`config.mk`:
```
export PLATFORM = sky130hd
export DESIGN_NAME = dp_mem_initiator
export DESIGN_NICKNAME = d
export VERILOG_FILES = /design/src/rtl/dp_mem_initiator.sv
export SDC_FILE = /design/constraint.sdc
export NUM_CORES = 1
export LEC_CHECK = 0
export ABC_CLOCK_PERIOD_IN_PS = 4300
export BUFFER_PORTS_ARGS = -buffer_cell sky130_fd_sc_hd__buf_2
export CORE_MARGIN = 2
export CORE_UTILIZATION = 25
export DETAILED_ROUTE_END_ITERATION = 7
export SLEW_MARGIN = 10
export SYNTH_ARGS = -nofsm -noshare
export SYNTH_HDL_FRONTEND = slang
export SYNTH_SLANG_ARGS = --single-unit
```
`constraint.sdc`:
```
create_clock -name clk -period 4.3 [get_ports clk]
set_clock_uncertainty 0.15 [all_clocks]
set_input_delay 0.645 -clock clk [delete_from_list [all_inputs] [get_ports clk]]
set_output_delay 0.645 -clock clk [all_outputs]
set_load 0.05 [all_outputs]
```
`src/rtl/dp_mem_initiator.sv`:
```
// Datapath-side memory initiator: tags core load/store commands with TIDs, pushes them
// into the request FIFO and matches serve-FIFO responses against an outstanding table.
module dp_mem_initiator #(
  parameter int DATA_WIDTH    = 32,
  parameter int ADDR_WIDTH    = 31,
  parameter int TID_WIDTH     = 16,
  parameter int MAX_OUT       = 4,
  parameter int REQ_PKT_WIDTH = TID_WIDTH + 1 + ADDR_WIDTH + DATA_WIDTH,
  parameter int SRV_PKT_WIDTH = TID_WIDTH + DATA_WIDTH
) (
  input  logic                     clk,
  input  logic                     rst,
  input  logic                     cmd_valid,
  output logic                     cmd_ready,
  input  logic                     cmd_we,
  input  logic [ADDR_WIDTH-1:0]    cmd_addr,
  input  logic [DATA_WIDTH-1:0]    cmd_wdata,
  output logic [TID_WIDTH-1:0]     cmd_tid,
  output logic [REQ_PKT_WIDTH-1:0] req_data,
  output logic                     req_wr,
  input  logic                     req_full,
  input  logic [SRV_PKT_WIDTH-1:0] srv_data,
  output logic                     srv_rd,
  input  logic                     srv_empty,
  output logic                     rsp_valid,
  output logic [TID_WIDTH-1:0]     rsp_tid,
  output logic                     rsp_we,
  output logic [DATA_WIDTH-1:0]    rsp_data,
  output logic                     busy,
  input  logic                     drain,
  output logic                     drain_done,
  output logic                     err_unknown_tid,
  output logic [1:0]               dbg_state
);

  localparam int CW = $clog2(MAX_OUT + 1);
  localparam int IW = $clog2(MAX_OUT);
  localparam logic [CW-1:0] MAX_CNT = CW'(MAX_OUT);

  typedef enum logic [1:0] {RUN = 2'd0, DRAIN = 2'd1, DONE = 2'd2} state_t;

  state_t                 state;
  logic [MAX_OUT-1:0]     ent_valid;
  logic [MAX_OUT-1:0]     ent_we;
  logic [TID_WIDTH-1:0]   ent_tid [MAX_OUT];
  logic [CW-1:0]          count;
  logic [TID_WIDTH-1:0]   tid_ctr;
  logic                   pop_q;

  logic                   issue;
  logic                   hit;
  logic                   retire;
  logic [IW-1:0]          alloc_idx;
  logic [IW-1:0]          hit_idx;
  logic [TID_WIDTH-1:0]   srv_tid;
  logic [DATA_WIDTH-1:0]  srv_rdata;

  // Command handshake: a command transfers in any cycle where cmd_valid && cmd_ready;
  // cmd_ready never depends on cmd_valid, and req_wr mirrors the transfer exactly.
  assign cmd_ready = (state == RUN) && !req_full && (count < MAX_CNT);
  assign issue     = cmd_valid && cmd_ready;
  assign req_wr    = issue;
  assign req_data  = {tid_ctr, cmd_we, cmd_addr, cmd_wdata};
  assign cmd_tid   = tid_ctr;
  assign srv_rd    = !srv_empty && !rst;
  assign busy      = (count != '0);
  assign dbg_state = state;

  assign srv_tid   = srv_data[SRV_PKT_WIDTH-1 -: TID_WIDTH];
  assign srv_rdata = srv_data[DATA_WIDTH-1:0];

  always_comb begin
    alloc_idx = '0;
    for (int i = MAX_OUT - 1; i >= 0; i--) begin
      if (!ent_valid[i]) alloc_idx = IW'(i);
    end
    hit     = 1'b0;
    hit_idx = '0;
    for (int i = 0; i < MAX_OUT; i++) begin
      if (ent_valid[i] && (ent_tid[i] == srv_tid)) begin
        hit     = 1'b1;
        hit_idx = IW'(i);
      end
    end
  end

  assign retire = pop_q && hit;

  always_ff @(posedge clk or posedge rst) begin
    if (rst) begin
      state           <= RUN;
      ent_valid       <= '0;
      ent_we          <= '0;
      for (int i = 0; i < MAX_OUT; i++) ent_tid[i] <= '0;
      count           <= '0;
      tid_ctr         <= '0;
      pop_q           <= 1'b0;
      rsp_valid       <= 1'b0;
      rsp_tid         <= '0;
      rsp_we          <= 1'b0;
      rsp_data        <= '0;
      drain_done      <= 1'b0;
      err_unknown_tid <= 1'b0;
    end else begin
      pop_q     <= srv_rd;
      rsp_valid <= retire;

      // Allocation looks only at pre-edge valid bits, so it never picks the retiring entry.
      if (issue) begin
        tid_ctr              <= tid_ctr + TID_WIDTH'(1);
        ent_valid[alloc_idx] <= 1'b1;
        ent_tid[alloc_idx]   <= tid_ctr;
        ent_we[alloc_idx]    <= cmd_we;
      end

      if (retire) begin
        ent_valid[hit_idx] <= 1'b0;
        rsp_tid            <= ent_tid[hit_idx];
        rsp_we             <= ent_we[hit_idx];
        rsp_data           <= srv_rdata;
      end

      if (pop_q && !hit) err_unknown_tid <= 1'b1;

      case ({issue, retire})
        2'b10:   count <= count + CW'(1);
        2'b01:   count <= count - CW'(1);
        default: ;
      endcase

      drain_done <= 1'b0;
      case (state)
        RUN: begin
          if (drain) state <= DRAIN;
        end
        DRAIN: begin
          if (count == '0) begin
            state      <= DONE;
            drain_done <= 1'b1;
          end
        end
        DONE: begin
          state <= drain ? DRAIN : RUN;
        end
        default: state <= RUN;
      endcase
    end
  end

endmodule

```
* Yosys cells after proc, flatten, opt, wreduce, memory -nomap -nowiden *
Index checks and enable logic that the tools add are counted.

word-level totals
  bits in registers = 146
  bits of input ports = 118
  output and inout port bits = 154
  word-level logic and storage cells = 97

cells by class
  $add $sub $neg = 3
  $lt $le $gt $ge = 8
  eq/ne operators = 10
  multiplexer cells = 33
  bitwise logic cells = 5
  reduce and logical (&&, ||, !) cells = 22

operators with widths
  kind                                                 number
  bitwise mux 64 bit                                   1
  == test 16 bit                                       4
  2-to-1 mux 16 bit                                    3
  binary-select mux 16 bit (select 2 bit)              1
  demux 16 bit (select 2 bit)                          1
  adder 16 x 1 -> 16 bit, second input constant        1
  2-to-1 mux 2 bit                                     8
  logical AND 1 bit                                    13
  2-to-1 mux 1 bit                                     11
  2-to-1 mux 4 bit                                     2
  >= comparator 3 bit, second input constant           2
  < comparator 2 x 3 -> 1 bit, second input constant   2
  inverter 2 -> 3 bit                                  2
  case mux 2 bit (3 select lines)                      1
  case mux 3 bit (2 select lines)                      1
  bitwise AND 4 bit                                    1
  bitwise mux 4 bit                                    1
  demux 1 bit (select 2 bit)                           2
  == test 2 x 1 -> 1 bit, second input constant        2
  == test 2 bit, second input constant                 2
  >= comparator 2 x 1 -> 1 bit, second input constant  2
  zero test 1 bit                                      4
  inequality test 2 bit, second input constant         2
  inverter 4 bit                                       1
  other kinds (11)                                     11

* Longest topological paths before layout *
Gate-level depths: netlist (run 1).

  depth in word-level cells = 12
  gate-level depth with buffers = 15
  mapped depth without buffers = 13

* Least setup slack after synthesis (run 1) *
No wires, ideal clock.

  kind = reg-to-reg
  start = register state[0] (netlist: dbg_state[0])
  end = register tid_ctr[15] (netlist: cmd_tid[15])
  library setup time = 144 ps
  arrival = 3288 ps
  data required time = 4006 ps
  slack = 719 ps
  stages on the path, launching flop included = 8
  path buffers = 0
  clock period less this slack = 3581 ps
  path through = dfrtp_1 nor4_2 nand2_1 inv_2 nand4_1 nor3_1 nand3_1 xnor2_1

between the ends
  cells in the longest elaborated chain, start to end = 4

RTL lines
  item                             RTL line  source
  start: declaration               42        state_t state;
  start signal: assignment         143       state <= drain ? DRAIN : RUN;
  zero test 2 bit                  60        assign cmd_ready = (state == RUN) && !req_full && (count < MAX_CNT);
  logical AND 1 bit (2 in series)  60
  via cmd_ready                    14        output logic cmd_ready,
  logical AND 1 bit                61        assign issue = cmd_valid && cmd_ready;
  via req_wr                       20        output logic req_wr,
  end signal: assignment           110       tid_ctr <= tid_ctr + TID_WIDTH'(1);
  end: declaration                 47        logic [TID_WIDTH-1:0] tid_ctr;

The timed path passes the listed nets, and every way through them passes these cells.
A chain may end at the register's enable or synchronous reset.

* Final worst setup path (run 1) *
  start = register ent_tid[45] in the netlist's numbering
  end = register count[2]

between the ends
  cells in the longest elaborated chain, start to end = 8
  elaborated cells on any way between the ends = 10
  those cells by class = eq/ne: 3; mux: 4; reduce/logical: 3

RTL lines
  item                                                                          RTL line  source
  start: declaration                                                            45        logic [TID_WIDTH-1:0] ent_tid [MAX_OUT];
  start signal: indexed assignment                                              112       ent_tid[alloc_idx] <= tid_ctr;
  == test 16 bit (*)                                                            80        if (ent_valid[i] && (ent_tid[i] == srv_tid)) begin
  logical AND 1 bit (*)                                                         80
  2-to-1 mux 1 bit (*) (3 in series)                                            80
  logical AND 1 bit (*)                                                         87        assign retire = pop_q && hit;
  via retire                                                                    52        logic retire;
  == test 2 x 1 -> 1 bit / == test 2 bit (equally long branches)                125       case ({issue, retire})
  case mux 3 bit (2 select lines) / nonzero test 2 bit (equally long branches)  -
  end signal: assignment                                                        126       2'b10: count <= count + CW'(1);
  end signal: assignment                                                        127       2'b01: count <= count - CW'(1);
  end: declaration                                                              46        logic [CW-1:0] count;

The timed path passes the listed nets; every way through them passes the cells marked *.

==> results of run 1 <==
==> layer usage <==
metal / track usage, % / vias to the layer above / share of wire (%)
li1: - / 2508 / -
met1: 17.1 / 2766 / 44
met2: 21.5 / 182 / 47
met3: 3.89 / 48 / 5.9
met4: 5.65 / 4 / 2.8
met5: 0 / - / 0.10
==> layout by cell type (no fill, tap or decap), types with 3 or more instances in the layout <==
| cell | synthesis | layout |
|---|---|---|
| o21a_1 | 15 | 15 |
| nor3_1 | 6 | 6 |
| nand2_1 | 40 | 40 |
| xnor2_1 | 47 | 47 |
| inv_1 | 26 | 25 |
| dfrtp_1 | 146 | 146 |
| or4_1 | 3 | 3 |
| mux2_2 | 9 | 9 |
| xor2_1 | 34 | 34 |
| o21ai_1 | 6 | 6 |
| nand4_1 | 33 | 33 |
| and3_1 | 4 | 4 |
| o311a_1 | 17 | 17 |
| mux2_1 | 87 | 87 |
| nand3_1 | 30 | 30 |
| nor2_1 | 31 | 31 |
| bufinv_16 | 0 | 7 |
| clkbuf_16 | 0 | 17 |
| buf_4 | 83 | 12 |
| mux2i_1 | 16 | 16 |
| buf_2 | 11 | 145 |
| nor4_1 | 10 | 10 |
==> logic make-up (layout without fill, tap and decap cells) <==
logic type	Yosys count	in the layout	share of synthesized area, %
other	0	2	0
AO/OA/AOI/OAI	49	49	5.02
adder cells (fa/ha/maj)	3	3	0.576
AND/OR/NAND/NOR	171	171	11.4
flip-flops	146	146	46.7
multiplexers	112	112	15.9
XOR/XNOR	82	82	9.27
buffers and inverters	142	219	11.2
==> how the worst min path moves through the flow <==
| stage | startpoint | to | cells past startpoint |
|---|---|---|---|
| 6_report | srv_empty | pop_q | 2 |
| 5_1_grt | srv_empty | pop_q | 2 |
| 4_1_cts | srv_empty | pop_q | 2 |
| 3_5_place_dp | rsp_data[7] | rsp_data[7] | 1 |
| 3_3_place_gp | rsp_data[15] | rsp_data[15] | 1 |
| 2_1_floorplan | ent_we[2] | ent_we[2] | 1 |
==> through the flow <==
step	instances	power [mW]	hold slack, ps	setup WS [ps]	util, %
finish	1180	4.08	235	901	29.7
global route	1178	4.25	246	727	29.7
CTS	1178	4.12	215	907	29.7
detailed placement	1145	2.35	319	531	27.4
global placement	1145	2.34	312	579	27.4
floorplan	705	2.28	314	719	-
==> flip-flops by register name (all words and copies together), names as in the netlist <==
register         cells
cmd_tid             16
rsp_tid             16
dbg_state            2
rsp_we               1
err_unknown_tid      1
ent_we               4
pop_q                1
ent_tid             64
rsp_valid            1
count                3
rsp_data            32
drain_done           1
ent_valid            4
==> power by group through the flow <==
stage / Clock (mW) / Sequential (mW) / Combinational, mW
after floorplan: 0 / 1.68 / 0.601
after global placement: 0 / 1.63 / 0.709
after detailed placement: 0 / 1.63 / 0.718
after CTS: 1.80 / 1.61 / 0.720
after global routing: 1.86 / 1.62 / 0.766
final: 1.76 / 1.61 / 0.715
==> cell type report <==
class | count | area (µm²) | share of cell area [%]
Antenna cell | 2 | 5.00 | 0.0549
Clock buffer | 19 | 433 | 4.75
Clock inverter | 13 | 255 | 2.80
Inverter | 27 | 105 | 1.15
Multi-Input combinational cell | 417 | 3300 | 36.2
Sequential cell | 146 | 3650 | 40.1
Tap cell | 396 | 495 | 5.44
Timing Repair Buffer | 160 | 866 | 9.50
==> results.json, run 1 <==
{
  "status": "completed",
  "via_per_inst": 4.67,
  "clkSlewWorstSetupHoldPaths_ps": 60,
  "cts_htree_levels": 4,
  "slowest_delay_ps": 530,
  "num-fill-cells": 3117,
  "path_delay_family": "simple AND/OR/NAND/NOR gates",
  "path_class": "reg2reg",
  "synth-async-reset-ratio_pct": 100,
  "setup_viol": 0,
  "routed_wl_um": 22000,
  "cp.depth": 13,
  "switching_share_pct": 30.1,
  "crit_chain": "xnor2_1, nand4_1, or4_1, nand2b_1, and3_1, o41a_1, nor2b_1, ha_1, inv_1, fa_1, xor2_1, nor2_1, xor2_1",
  "power.internal_mw": 2.85,
  "crit_buf_inv": 1,
  "syn_inst": 705,
  "die_height_um": 181,
  "place_hpwl_um": 15700,
  "rsz0062_at_grt": "false",
  "drt_pass1_iterations": 4,
  "pin_count": 272,
  "grt_max_degree": 141,
  "grt_pass1_wl_um": 33300,
  "cts_buffers": 17,
  "synth_cell_types": 44,
  "power_frac_comb_pct": 17.5,
  "grt_antenna_before_repair": 4,
  "start_util_pct": 25.5,
  "reg2reg_slack_ps": 900,
  "report.final.hold_viol_count": 0,
  "place.gp.congestion": 0.943,
  "synth_commonest_cells": "dfrtp_1, mux2_1, buf_4",
  "synth-edff-count": 0,
  "cp-end-kind": "flip-flop",
  "cts.sinks": 146,
  "drv_cap": 0,
  "synthTopCellsByArea": "dfrtp_1, mux2_1, buf_4",
  "tightest_slew_ps": 959,
  "grt_pass1_vias": 5435,
  "ir_drop_uv": 256,
  "r2r-end": "count[2]",
  "synth_most_common_cell": "dfrtp_1",
  "die_area_um2": 32700,
  "fmax_mhz": 294,
  "clkLatencyLatePin_ps": 430,
  "crit_arrival_ps": 3600,
  "syn_nets": 826,
  "syn_avg_cell_area_um2": 11.1,
  "required_ps": 4500,
  "power_frac_seq_pct": 39.4,
  "ys_ff_latch": 146,
  "wl_per_cell_um": 18.6,
  "die_w_um": 181,
  "ant_nets": 0,
  "area_growth_pct": 16.5,
  "synth-main-ff-cell": "dfrtp_1",
  "cts_buffer_depth": 2,
  "overflow": 0,
  "port_buffers": 145,
  "stdcell_area_um2": 9110,
  "fin_nets": 890,
  "place_area_um2": 8410,
  "max_slew_margin_pct": 36.0,
  "r2r_start": "ent_tid[45]",
  "yosysTopAreaCell": "dfrtp_1",
  "crit_top_cell": "xor2_1",
  "maxSlewViolCount": 0,
  "drive_above_1_share_pct": 26.3,
  "syn-cell-area_um2": 7830,
  "startpoint": "ent_tid[45]",
  "cts_hold_buf": 1,
  "cellPowerDensity_nw_per_um2": 447,
  "grt_usage_pct": 13.5,
  "pwr-share-clk_pct": 43.1,
  "reg2reg_depth": 13,
  "period_share_pct": 79.0,
  "hp-class": "in2reg",
  "cts_tree": "yes",
  "cp_slowest_cell": "or4_1",
  "route.vias.total": 5508,
  "ys_seq_area_share_pct": 46.7,
  "switching_power_mw": 1.23,
  "postCtsSetupBuffers": 0,
  "cts_resized": 0,
  "yosys_warnings": 0,
  "min_period_ps": 3400,
  "finalSetupTns_ps": 0,
  "crit_end": "count[2]",
  "cp-start-kind": "flip-flop",
  "path_max_fanout": 3,
  "p_leak_nw": 4.51,
  "placementRows": 64,
  "cts-root-buf": "clkbuf_16",
  "coreArea_um2": 30700,
  "drc": 0,
  "synth_top_area_share_pct": 46.7,
  "first_iter_violations": 304
}
Power figures use the tool's default switching activity.
==> inputs of run 2 (changes only) <==
Settings changed: ABC_CLOCK_PERIOD_IN_PS 4300 to 3350.
Clock period 4.3 ns to 3.35 ns, I/O delays scaled along.
==> run 2 against run 1 <==
  * Register-to-register slack worse by 780 ps
  * Hold slack worse by 150 ps
  * Wire length up 2.5%
  * Critical path depth unchanged
  * Power up 21%
  * Die area unchanged
  * Final area up 4.0%
  * Global-route usage up 0.44 points
  * Utilization up 1.2 points
  * Combinational power up 40%
  * Flip-flop and latch count unchanged
==> results.json, run 2 (synthesis gave the netlist of run 1 again) <==
{
  "port_buffers": 145,
  "setup_viol": 0,
  "cts.sinks": 146,
  "grt_antenna_before_repair": 2,
  "top_regs": "ent_tid (64), rsp_data (32)",
  "grt_max_degree": 53,
  "route.vias.total": 5629,
  "switching_power_mw": 1.63,
  "die_height_um": 181,
  "place_hpwl_um": 16600,
  "switching_share_pct": 33.1,
  "final_common_cell": "dfrtp_1",
  "clkSlewWorstSetupHoldPaths_ps": 70,
  "first_iter_violations": 319,
  "cp-end-kind": "flip-flop",
  "coreArea_um2": 30700,
  "grt_pass1_wl_um": 34600,
  "ir_drop_uv": 334,
  "p_leak_nw": 4.75,
  "cts-root-buf": "clkbuf_16",
  "cts_htree_levels": 4,
  "maxSlewViolCount": 0,
  "max_slew_margin_pct": 38.5,
  "power_frac_comb_pct": 20.3,
  "crit_top_cell": "xor2_1",
  "stdcell_area_um2": 9480,
  "report.final.hold_viol_count": 0,
  "period_share_pct": 96.3,
  "crit_chain": "xnor2_2, nand4_1, or4_4, nand2b_4, and3_1, o41a_1, nor2b_2, ha_2, inv_1, fa_2, xor2_1, nor2_1, xor2_1",
  "die_w_um": 181,
  "area_growth_pct": 21.1,
  "cts_buffer_depth": 2,
  "drv_cap": 0,
  "clkLatencyLatePin_ps": 430,
  "crit_arrival_ps": 3420,
  "cts_buffers": 17,
  "tightest_slew_ps": 921,
  "power.internal_mw": 3.30,
  "hp-class": "in2reg",
  "path_max_fanout": 3,
  "cellPowerDensity_nw_per_um2": 521,
  "routed_wl_um": 22500,
  "pwr-share-clk_pct": 37.7,
  "path_class": "reg2reg",
  "drc": 0,
  "cts_tree": "yes",
  "cp-start-kind": "flip-flop",
  "pin_count": 272,
  "die_area_um2": 32700,
  "grt_usage_pct": 13.9,
  "placementRows": 64,
  "fmax_mhz": 310,
  "place.gp.congestion": 0.945,
  "place_area_um2": 8820,
  "fin_nets": 939,
  "largest_reg_flops": 64,
  "wl_per_cell_um": 18.3,
  "drive_above_1_share_pct": 32.6,
  "via_per_inst": 4.58,
  "overflow": 0,
  "required_ps": 3540,
  "drt_pass1_iterations": 5,
  "min_period_ps": 3220,
  "slowest_delay_ps": 530,
  "power_frac_seq_pct": 42.0,
  "layout.cells.most_common_list": "dfrtp_1, buf_2, mux2_1",
  "regMostFlops": "ent_tid",
  "power_mw": 4.94,
  "ant_nets": 0,
  "start_util_pct": 25.5,
  "status": "completed",
  "grt_pass1_vias": 5618,
  "cp_slowest_cell": "or4_4"
}
## run 2: worst paths after layout
| path | from | cells after the start | slack, ps | to |
|---|---|---|---|---|
| worst min-delay path | srv_empty | 2 | 80 | pop_q |
| max in group asynchronous | rst | 3 | 2180 | rsp_tid[5] |
| worst max-delay path | ent_tid[45] | 13 | 130 | count[2] |
| worst max register to register | ent_tid[45] | 13 | 130 | count[2] |
| worst min register to register | err_unknown_tid | 1 | 300 | err_unknown_tid |
| min in group asynchronous | rst | 2 | 120 | rsp_data[9] |
## run 2: metrics by stage
step                      TNS, ps  instances  hold slack (ps)  setup slack [ps]  util [%]
after floorplan                 0        705              314              5.37         -
after global placement       -168       1194              289              -168      28.8
after detailed placement     -189       1194              292              -176      28.8
after CTS                       0       1226             70.6              9.35      30.6
after global routing       -0.888       1228             73.1            -0.888      30.9
final                           0       1229             82.7               125      30.9
## run 2: area by class of cell
type	count	area, µm²
flip-flops and latches	146	3650
repair buffers	209	1260
well taps	396	495
inverters	27	105
clock inverters	12	108
multi-input cells	417	3400
diodes	2	5.00
clock buffers	20	457
fillers	3206	21200
## run 2: metal layers
metal / GRT usage [%] / vias to the layer above / part of all wire [%]
met5: 0 / - / 0
met2: 22.6 / 168 / 48
li1: - / 2610 / -
met3: 3.63 / 41 / 5.8
met1: 18.2 / 2810 / 44
met4: 4.32 / 0 / 1.6
## run 2: critical path: cells and delay by family (launching register included)
| kind | cells | cell delay [ps] |
|---|---|---|
| compound gates | 1 | 150 |
| xor+xnor | 3 | 590 |
| fa+ha+maj | 2 | 520 |
| buf+inv | 1 | 50 |
| flops | 1 | 420 |
| simple gates | 6 | 1250 |
## run 2: power by group through the flow
stage | Combinational, mW | Clock, mW | Sequential, mW
final | 1.00 | 1.86 | 2.07
after global placement | 0.976 | 0 | 2.10
after CTS | 0.987 | 1.92 | 2.07
after detailed placement | 0.981 | 0 | 2.10
after global routing | 1.08 | 2.00 | 2.10
after floorplan | 0.779 | 0 | 2.16
## run 2: timing repair
item | CTS | global route
pin swaps | 0 | 6
buffers inserted | 0 | 1
hold buffers | 0 | 0
setup endpoints to repair | 1 | 1
gates resized for setup | 1 | 11
==> inputs of run 3 (changes only) <==
--- a/config.mk
+++ b/config.mk
@@ -7,2 +7,3 @@
 export LEC_CHECK = 0
+export ABC_AREA = 1
 export ABC_CLOCK_PERIOD_IN_PS = 3350
--- a/constraint.sdc
+++ b/constraint.sdc
@@ -4,2 +4,2 @@
 set_output_delay 0.5025 -clock clk [all_outputs]
-set_load 0.05 [all_outputs]
+set_load 0.1 [all_outputs]
==> run 3 against run 2 <==
  * Die area rose by 11%
  * Global-route usage grew 3.5 points
  * Synthesized cell count is 75% higher
  * Synthesized area up 11%
  * Flip-flop and latch count unchanged
  * Power increased by 22%
  * Final area up 6.5%
  * Clock power rose by 5%
  * Highest routed layer is now met5
  * Setup slack improved by 71 ps
  * Critical endpoint unchanged
  * Register-to-register slack improved by 70 ps
==> results.json, run 3 <==
{
  "status": "completed",
  "synth_cell_types": 38,
  "placementRows": 68,
  "start_util_pct": 25.3,
  "power.internal_mw": 3.47,
  "cts_buffers": 17,
  "finalSetupTns_ps": 0,
  "pre_cts_ws_ps": -53.5,
  "grt_usage_pct": 17.5,
  "pin_count": 272,
  "path_max_fanout": 4,
  "pwr-share-clk_pct": 32.3,
  "syn_inst": 1232,
  "cts.sinks": 146,
  "grt_max_degree": 115,
  "syn_nets": 1353,
  "reg2reg_slack_ps": 200,
  "p_leak_nw": 5.37,
  "switching_power_mw": 2.57,
  "synthTopCellsByArea": "dfrtp_1, nand2_1, buf_4",
  "synth-async-reset-ratio_pct": 100,
  "port_buffers": 145,
  "grt_antenna_before_repair": 1,
  "hp-class": "in2async",
  "cts_buffer_depth": 2,
  "crit_end": "count[2]",
  "ys_seq_area_share_pct": 41.9,
  "path_class": "reg2reg",
  "yosysTopAreaCell": "dfrtp_1",
  "fin_nets": 1432,
  "die_height_um": 191,
  "synth_top_area_share_pct": 41.9,
  "required_ps": 3520,
  "period_share_pct": 94.1,
  "fin_cells": 1779,
  "syn-cell-area_um2": 8710,
  "top_regs": "ent_tid (64), rsp_data (32)",
  "report.final.hold_viol_count": 0,
  "fmax_mhz": 317,
  "yosys_warnings": 0,
  "cp-end-kind": "flip-flop",
  "clkSlewWorstSetupHoldPaths_ps": 70,
  "power_frac_comb_pct": 31.3,
  "postCtsSetupBuffers": 0,
  "place.gp.congestion": 0.980,
  "die_area_um2": 36400,
  "synth-main-ff-cell": "dfrtp_1",
  "ant_nets": 0,
  "cp-start-kind": "flip-flop",
  "ys_ff_latch": 146,
  "syn_avg_cell_area_um2": 7.07,
  "clkLatencyLatePin_ps": 450,
  "cts_hold_buf": 0,
  "reg2reg_depth": 15,
  "die_w_um": 191,
  "synth-edff-count": 0,
  "cts_htree_levels": 4,
  "wl_per_cell_um": 17.4,
  "drive_above_1_share_pct": 18.1,
  "antenna_cells": 0,
  "max_slew_margin_pct": 52.0,
  "power_frac_seq_pct": 36.5,
  "fin_ws_ps": 196,
  "coreArea_um2": 34500,
  "layout.cells.most_common_list": "nand2_1, buf_2, dfrtp_1",
  "largest_reg_flops": 64,
  "startpoint": "ent_tid[9]",
  "synth_commonest_cells": "nand2_1, dfrtp_1, inv_1",
  "grt_pass1_wl_um": 47000,
  "r2r_start": "ent_tid[9]",
  "via_per_inst": 4.47,
  "drt_pass1_iterations": 5,
  "final_common_cell": "nand2_1",
  "maxSlewViolCount": 0,
  "cellPowerDensity_nw_per_um2": 599,
  "rsz0062_at_grt": "false",
  "routed_wl_um": 30900,
  "r2r-end": "count[2]",
  "switching_share_pct": 42.5,
  "grt_pass1_vias": 7786,
  "ir_drop_uv": 863,
  "drv_cap": 0,
  "place_hpwl_um": 24300,
  "cts-root-buf": "clkbuf_16",
  "regMostFlops": "ent_tid",
  "overflow": 0,
  "cts_tree": "yes",
  "first_iter_violations": 579,
  "setup_viol": 0,
  "drc": 0,
  "min_period_ps": 3150,
  "whs_ps": 67.5,
  "place_inst": 1747,
  "tightest_slew_ps": 720,
  "area_growth_pct": 15.9,
  "synth_most_common_cell": "nand2_1",
  "route.vias.total": 7947,
  "crit_arrival_ps": 3320
}
## run 3: cell count changes after synthesis, moves of 38 or more
cell     before  now
o21ai_0       2   73
nor2_1       31   82
mux2_1       87    0
inv_1        26  124
nand2_1      40  494
xnor2_1      47    9
## run 3: through the flow
step / instance area (µm²) / utilization (%) / power (mW)
after detailed placement: 9500 / 27.6 / 4.12
after floorplan: 8730 / - / 3.97
after CTS: 10100 / 29.3 / 6.13
final: 10100 / 29.3 / 6.05
after global routing: 10100 / 29.3 / 6.38
after global placement: 9500 / 27.6 / 4.11
## run 3: worst min path at each step
stage                            start           end
after global routing         srv_empty         pop_q
after CTS                        drain  dbg_state[0]
after detailed placement  dbg_state[1]  dbg_state[1]
final                              rst    rsp_tid[0]
after floorplan               count[0]      count[0]
after global placement    dbg_state[1]  dbg_state[1]
## run 3: layout make-up
cell class | instances | area, µm²
Clock inverter | 15 | 163
Inverter | 139 | 531
Multi-Input combinational cell | 836 | 3780
Fill cell | 3839 | 24400
Tap cell | 455 | 569
Clock buffer | 17 | 425
Timing Repair Buffer | 171 | 971
Sequential cell | 146 | 3660
## run 3: per-layer routing
metal,share of wire [%],vias to the layer above,track usage [%]
met1,45,3730,22.3
met4,4.2,2,8.59
met3,4.8,71,3.55
met2,46,229,28.1
met5,0.023,-,0
li1,-,3915,-
## run 3: logic make-up (layout without fill, tap and decap cells)
group | count (synthesis) | count (layout) | share of synthesized area (%)
XOR/XNOR | 25 | 25 | 2.51
AND/OR/NAND/NOR | 717 | 717 | 34.7
buffers and inverters | 250 | 342 | 15.0
AO/OA/AOI/OAI | 91 | 91 | 5.31
adder cells (fa/ha/maj) | 3 | 3 | 0.517
flip-flops | 146 | 146 | 41.9
## run 3: timing repair
action / CTS / global route
resized for setup: 0 / 2
endpoints found under the hold margin: 0 / 0
endpoints found under the setup margin: 0 / 1
## run 3: power groups by stage
| stage | registers [mW] | clock network, mW | logic [mW] |
|---|---|---|---|
| finish | 2.20 | 1.95 | 1.89 |
| global route | 2.24 | 2.11 | 2.04 |
| CTS | 2.20 | 2.03 | 1.90 |
| detailed placement | 2.23 | 0 | 1.89 |
| global placement | 2.23 | 0 | 1.88 |
| floorplan | 2.55 | 0 | 1.42 |
## run 3: critical path: stages, from the launching register on
cell	delay, ps
dfrtp_1	440
nand2_1	180
nand4_1	110
or2_2	280
nor2_1	140
nand3_1	80
nand2_1	120
inv_1	60
a31oi_1	260
buf_4	170
ha_1	130
inv_1	60
fa_1	380
a21oi_1	150
o21ai_0	140
xor2_1	170
